### config.mk
export PLATFORM = sky130hd
export DESIGN_NAME = buzzer
export DESIGN_NICKNAME = d
export VERILOG_FILES = /design/src/rtl/buzzer_pkg.sv /design/src/rtl/buzzer_period_lut.sv /design/src/rtl/buzzer.sv
export SDC_FILE = /design/constraint.sdc
export NUM_CORES = 1
export LEC_CHECK = 0
export ABC_AREA = 0
export BUFFER_PORTS_ARGS = -buffer_cell sky130_fd_sc_hd__buf_2
export CORE_MARGIN = 3
export CORE_UTILIZATION = 65
export CTS_CLUSTER_DIAMETER = 40
export CTS_CLUSTER_SIZE = 40
export DETAILED_ROUTE_END_ITERATION = 8
export PLACE_DENSITY = 0.84
export SLEW_MARGIN = 20
export SYNTH_ARGS = -nofsm -noshare
export SYNTH_HDL_FRONTEND = slang
export SYNTH_HIERARCHICAL = 1
export SYNTH_SLANG_ARGS = --single-unit
### constraint.sdc
create_clock -name clk -period 12.2 [get_ports clk]
set_clock_uncertainty 0.15 [all_clocks]
set_input_delay 1.83 -clock clk [delete_from_list [all_inputs] [get_ports clk]]
set_output_delay 1.83 -clock clk [all_outputs]
set_load 0.01 [all_outputs]
### src/rtl/buzzer_pkg.sv
// Shared constants for the buzzer: one-hot note and octave codes, the
// middle-octave half-period table at 100 MHz, and the clock-scaling helper.
package buzzer_pkg;

  localparam logic [6:0] NOTE_C = 7'b0000001;
  localparam logic [6:0] NOTE_D = 7'b0000010;
  localparam logic [6:0] NOTE_E = 7'b0000100;
  localparam logic [6:0] NOTE_F = 7'b0001000;
  localparam logic [6:0] NOTE_G = 7'b0010000;
  localparam logic [6:0] NOTE_A = 7'b0100000;
  localparam logic [6:0] NOTE_B = 7'b1000000;

  localparam logic [2:0] PITCH_LOW  = 3'b001;
  localparam logic [2:0] PITCH_MID  = 3'b010;
  localparam logic [2:0] PITCH_HIGH = 3'b100;

  localparam int unsigned REF_CLK_HZ = 100000000;

  localparam int unsigned MID_HALF_C = 191110;
  localparam int unsigned MID_HALF_D = 170265;
  localparam int unsigned MID_HALF_E = 151685;
  localparam int unsigned MID_HALF_F = 143172;
  localparam int unsigned MID_HALF_G = 127551;
  localparam int unsigned MID_HALF_A = 113636;
  localparam int unsigned MID_HALF_B = 101239;

  // One ROM word of the song table: {note, pitch}; all-zero is a rest.
  typedef struct packed {
    logic [6:0] note;
    logic [2:0] pitch;
  } code_t;

  localparam code_t REST_CODE = '0;

  // Rescale a 100 MHz half-period to the actual clock, rounding to nearest.
  function automatic logic [19:0] scaleHalf(input int unsigned base,
                                            input int unsigned clkHz);
    longint unsigned scaled;
    scaled = (64'(base) * 64'(clkHz) + 64'(REF_CLK_HZ / 2)) / 64'(REF_CLK_HZ);
    return scaled[19:0];
  endfunction

endpackage

### src/rtl/buzzer_period_lut.sv
// Combinational map from a {note, pitch} code to its tone half-period in
// clock cycles, plus a flag saying whether the code is a playable note.
module buzzer_period_lut
  import buzzer_pkg::*;
#(
  parameter int unsigned CLK_FREQ_HZ = 100000000
) (
  input  logic [6:0]  note_i,
  input  logic [2:0]  pitch_i,
  output logic [19:0] halfPeriod_o,
  output logic        legal_o
);

  localparam logic [19:0] HALF_C = scaleHalf(MID_HALF_C, CLK_FREQ_HZ);
  localparam logic [19:0] HALF_D = scaleHalf(MID_HALF_D, CLK_FREQ_HZ);
  localparam logic [19:0] HALF_E = scaleHalf(MID_HALF_E, CLK_FREQ_HZ);
  localparam logic [19:0] HALF_F = scaleHalf(MID_HALF_F, CLK_FREQ_HZ);
  localparam logic [19:0] HALF_G = scaleHalf(MID_HALF_G, CLK_FREQ_HZ);
  localparam logic [19:0] HALF_A = scaleHalf(MID_HALF_A, CLK_FREQ_HZ);
  localparam logic [19:0] HALF_B = scaleHalf(MID_HALF_B, CLK_FREQ_HZ);

  logic [19:0] midHalf;

  // Octaves are exact factors of two, so low/high are plain shifts of the middle.
  always_comb begin
    midHalf = '0;
    case (note_i)
      NOTE_C:  midHalf = HALF_C;
      NOTE_D:  midHalf = HALF_D;
      NOTE_E:  midHalf = HALF_E;
      NOTE_F:  midHalf = HALF_F;
      NOTE_G:  midHalf = HALF_G;
      NOTE_A:  midHalf = HALF_A;
      NOTE_B:  midHalf = HALF_B;
      default: midHalf = '0;
    endcase

    halfPeriod_o = midHalf;
    case (pitch_i)
      PITCH_LOW:  halfPeriod_o = midHalf << 1;
      PITCH_HIGH: halfPeriod_o = midHalf >> 1;
      default:    halfPeriod_o = midHalf;
    endcase

    legal_o = $onehot(note_i) && $onehot(pitch_i);
  end

endmodule

### src/rtl/buzzer.sv
// Square-wave tone generator driven by a {note, pitch} ROM word.
// Define BUZZER_MARKLED_EN to get a registered tone-active LED on markLED.
module buzzer
  import buzzer_pkg::*;
#(
  parameter int unsigned CLK_FREQ_HZ = 100000000
) (
  input  logic       clk,
  input  logic       rst_n,
  input  logic       stop,
  input  logic [6:0] note,
  input  logic [2:0] pitch,
  output logic       speaker,
  output logic       sel,
  output logic       markLED
);

  code_t       codeIn;
  code_t       code_q;
  logic [19:0] count_q, count_d;
  logic        speaker_q, speaker_d;
  logic [19:0] halfPeriod;
  logic        codeLegal;
  logic        playing;

  assign codeIn = '{note: note, pitch: pitch};

  buzzer_period_lut #(
    .CLK_FREQ_HZ(CLK_FREQ_HZ)
  ) u_lut (
    .note_i      (code_q.note),
    .pitch_i     (code_q.pitch),
    .halfPeriod_o(halfPeriod),
    .legal_o     (codeLegal)
  );

  // A code change restarts the tone from silence, so a new note always
  // begins with a full half-period of low output.
  always_comb begin
    playing   = !stop && codeLegal && (code_q == codeIn);
    count_d   = count_q;
    speaker_d = speaker_q;
    if (!playing) begin
      count_d   = '0;
      speaker_d = 1'b0;
    end else if (count_q == halfPeriod - 20'd1) begin
      count_d   = '0;
      speaker_d = !speaker_q;
    end else begin
      count_d = count_q + 20'd1;
    end
  end

  always_ff @(posedge clk) begin
    if (!rst_n) begin
      code_q    <= REST_CODE;
      count_q   <= '0;
      speaker_q <= 1'b0;
    end else begin
      code_q    <= codeIn;
      count_q   <= count_d;
      speaker_q <= speaker_d;
    end
  end

  assign speaker = speaker_q;
  assign sel     = 1'b1;

`ifdef BUZZER_MARKLED_EN
  logic markLed_q;

  always_ff @(posedge clk) begin
    if (!rst_n) begin
      markLed_q <= 1'b0;
    end else begin
      markLed_q <= playing;
    end
  end

  assign markLED = markLed_q;
`else
  assign markLED = 1'b0;
`endif

endmodule

==> results.txt <==
The run finished with clean final reports. The total of cells resized after clock tree synthesis came out at 0. For this run, the post-layout net count is 393. The detailed-routed wire length on met2 is 3170 um. Buffers placed on the I/O ports in this run total 13. The net switching share of the total power is 0.342. The number of ports placed on the die boundary is 16.

The share of async-settable or async-resettable flops after synthesis came out at 0. Of the cells placed in the final design, the portion with a size suffix greater than 1 is 0.158. The worst setup path is captured at a register.

The initial core utilization came out at 0.706. The sum of internal, switching and leakage power is 0.322 mW. Across the run, the number of max-cap violations was 0. The type of the setup path with the least slack is register to register. The remaining design rule violation count came out at 0. The iteration count of the initial detailed-routing pass came out at 5. The half-perimeter wire length after placement is 5160 um. The post-CTS setup repair buffer count came out at 0. After detailed routing, the total wire length is 6850 um. The detailed-route wire length per cell is 16.5 um. Of the total synthesized cell area, the portion taken by XOR and XNOR cells is 0.161.

The initial antenna violation count came to 0. The final hold slack is around 0.35 ns. The simple-gate share of the synthesized area came out at 0.309.

The combinational fraction of design power is 0.338. Of the total power, registers draw 0.333. The count of endpoints failing hold in the final timing report is 0. The sum of negative setup slack came out at 0 ns.

The adder and majority cell fraction of the synthesized area came out at 0.0739. Setup repair after global routing left no endpoint under its margin. The number of vias in the routed layout is 2,660.

The height of the chip is 73.3 um. The number of synthesized flops with an enable pin came out at 0. The maximum clock insertion buffer count is 2. The total die area is 5380 um^2.

The final antenna-violating net count came out at 0. The CTS tree is yes. The pin count of the biggest net entering global routing came out at 21. In this run, post-CTS hold repair placed 0 buffers. The data arrival time at the worst-slack endpoint is 4.71 ns.

After synthesis, the largest family of logic cells by area is simple AND/OR/NAND/NOR gates. The total number of clock tree sinks came out at 31. The placer congestion estimate is just over 0.9. The relative slew slack came out at 0.415. The cell accounting for the most synthesized area is sky130_fd_sc_hd__dfxtp_1. The clock transition at the register clock pins on the worst setup and hold paths after CTS is 0.06 ns. The number of storage elements in the synthesis netlist came out at 31.

Wire segments on met3 add up to 435 um in the final route. The part of the Yosys area used for sequential elements is 0.211. When the netlist entered floorplanning its net count stood at 391. The cell leakage power is 1.14 nW. The depth of the CTS H-tree came out at 2.

Derived from the worst setup path, the maximum achievable clock frequency is 0.213 GHz. The clock latency reported for the late side of the worst-skew pair is 0.29 ns. The highest fanout seen on the critical path is 20. The placeable core area came out at between 4000 and 5000 um^2. The synthesized netlist occupies a cell area of 2950 um^2. The layout overhead on the synthesized area is 5.69%. The switching power total came out at around 0.11 mW.

Dividing the detail-routed via count by the number of cells gives 6.39. The slew at the pin closest to its max-slew limit came out at 0.878 ns. The count of unique library cells instantiated by Yosys came out at 67. The worst-case IR drop observed on VDD is 0.0000970 V. The number of antenna diodes in the final layout is 0. Among all flip-flop cells after synthesis, the most frequent one is sky130_fd_sc_hd__dfxtp_1. The portion of netlist area occupied by mux cells is 0.0238. Across all setup checks in the final design, the least slack found is roughly 7.5 ns.

STA classifies the critical path startpoint as a register. The area after detailed placement came out at 2990 um^2. The power per cell area came out at 103 nW/um^2. Row generation in the floorplan step produced 23 rows. The share of the synthesized area in the top cell type came out at 0.211.

The pre-CTS setup slack came out at roughly 7.6 ns. The summed area of non-filler cells in the final layout came out at 3110 um^2. The minimum clock period is 4.69 ns.

The wire length of the first global-routing pass came out at 11,700 um. The mean area per synthesized cell is 8.11 um^2. The required time of the critical path is 12.22 ns. The number of pins with negative max-slew slack in the final report came out at 0.

The die is 73.3 um wide. The detailed router used layers up to and including met4. The all-layer global routing usage came out at 0.276. After the first detailed-routing iteration, the DRC count stood at about 350. Setup violations remaining at the end of the flow were counted as 0.

The residual overflow from global routing came out at 0. The final critical-path share of the clock period is 0.384. By area the synthesized netlist is led by sky130_fd_sc_hd__dfxtp_1, sky130_fd_sc_hd__xor2_1, sky130_fd_sc_hd__xnor2_1. The cell count after synthesis came out at 363. The via count of the first global-routing pass is 2,509. The internal power component is 0.212 mW. The share of total power in the clock network came out at 0.329.

The count of synthesis-stage warnings from yosys came out at 6. The CTS buffer count came out at 5. In the final routing, the length of wire on met1 measures 3060 um. The complex-gate fraction of the synthesized area is 0.162. The path class of the tightest hold or removal check is register to register.

The root buffer cell chosen for the clock tree is sky130_fd_sc_hd__clkbuf_8.
[critical path: stages (launching register included)]
cell and delay (ns):
sky130_fd_sc_hd__dfxtp_1 0.37, sky130_fd_sc_hd__inv_1 0.11, sky130_fd_sc_hd__ha_1 0.31, sky130_fd_sc_hd__or3b_1 0.49, sky130_fd_sc_hd__o22ai_2 0.23, sky130_fd_sc_hd__a21oi_1 0.09
sky130_fd_sc_hd__o21ai_0 0.43, sky130_fd_sc_hd__inv_1 0.09, sky130_fd_sc_hd__ha_1 0.25, sky130_fd_sc_hd__nand2b_1 0.31, sky130_fd_sc_hd__a21oi_1 0.13, sky130_fd_sc_hd__a311o_1 0.28
sky130_fd_sc_hd__a211oi_1 0.26, sky130_fd_sc_hd__nand4_1 0.28, sky130_fd_sc_hd__o41ai_4 0.34, sky130_fd_sc_hd__buf_4 0.36, sky130_fd_sc_hd__nor2_2 0.08
[flip-flops by register name (all words and copies together), names as in the netlist]
name,cells
speaker,1
count_q,20
code_q,10
[metrics by stage]
stage / utilization / std cells
finish: 0.746 / 416
global route: 0.746 / 416
CTS: 0.744 / 416
detailed placement: 0.715 / 408
global placement: 0.715 / 408
floorplan: - / 363
[cells in the final DEF, fill, tap and decap left out, drive strengths merged, types with 7 or more instances in the layout]
cell    instances
nor2           42
xor2           33
dfxtp          31
nand2          27
xnor2          21
nand3          17
buf            15
inv            14
o21ai          14
ha             11
a21oi          10
and2           10
nor4           10
nor3            8
mux2i           7
nand4           7
o221ai          7
[power groups by stage]
stage / sequential (mW) / combinational, mW / clock [mW]
after global routing: 0.107 / 0.119 / 0.111
after floorplan: 0.107 / 0.0861 / 0
after CTS: 0.107 / 0.106 / 0.107
after global placement: 0.109 / 0.101 / 0
final: 0.107 / 0.109 / 0.106
after detailed placement: 0.109 / 0.105 / 0
[final cells by class]
type                       instances  area [um^2]
multi-input combinational        298         2180
fill                             312         1060
sequential                        31          621
clock buffer                       6         82.6
timing repair buffer              15         80.1
tap                               50         62.6
inverter                          14         52.6
clock inverter                     2         35.0
[routing by layer]
layer / up-vias / global-route usage
li1: 1294 / -
met1: 1222 / 0.371
met2: 123 / 0.433
met3: 21 / 0.0492
met4: 0 / 0.121
met5: - / 0
[path summary, 6_finish.rpt]
path / slack, ns / start / end / depth (start not counted)
setup / recovery: 7.51 / code_q[5] / count_q[12] / 16
hold / removal: 0.35 / speaker / speaker / 2
setup reg to reg: 7.51 / code_q[5] / count_q[12] / 16
hold reg to reg: 0.35 / speaker / speaker / 2
[Yosys cell counts (all sizes together) (3+ instances only)]
cell    count
and2       10
nor2       42
buf        11
o21ai      14
fa          4
or4         3
a22oi       6
a21oi      10
nand3      17
clkbuf      9
inv        14
o41ai       3
nor3        8
o31ai       3
o221ai      7
nor4       10
conb        3
dfxtp      31
ha         11
and3        4
nand4       7
mux2i       7
nand3b      5
o22ai       4
xnor2      21
nand2      27
xor2       33
nor2b       3
nand2b      4
nor3b       4
[kinds of logic (layout without fill, tap and decap cells)]
kind of cell | after synthesis | after routing
xor gates and xnor gates | 54 | 54
adders and majority gates | 15 | 15
other | 3 | 3
muxes | 7 | 7
and+or+nand+nor | 155 | 155
DFF | 31 | 31
buffers and inverters | 34 | 37
AOI/OAI and AO/OA | 64 | 64
(Power assumes the default switching activity.)
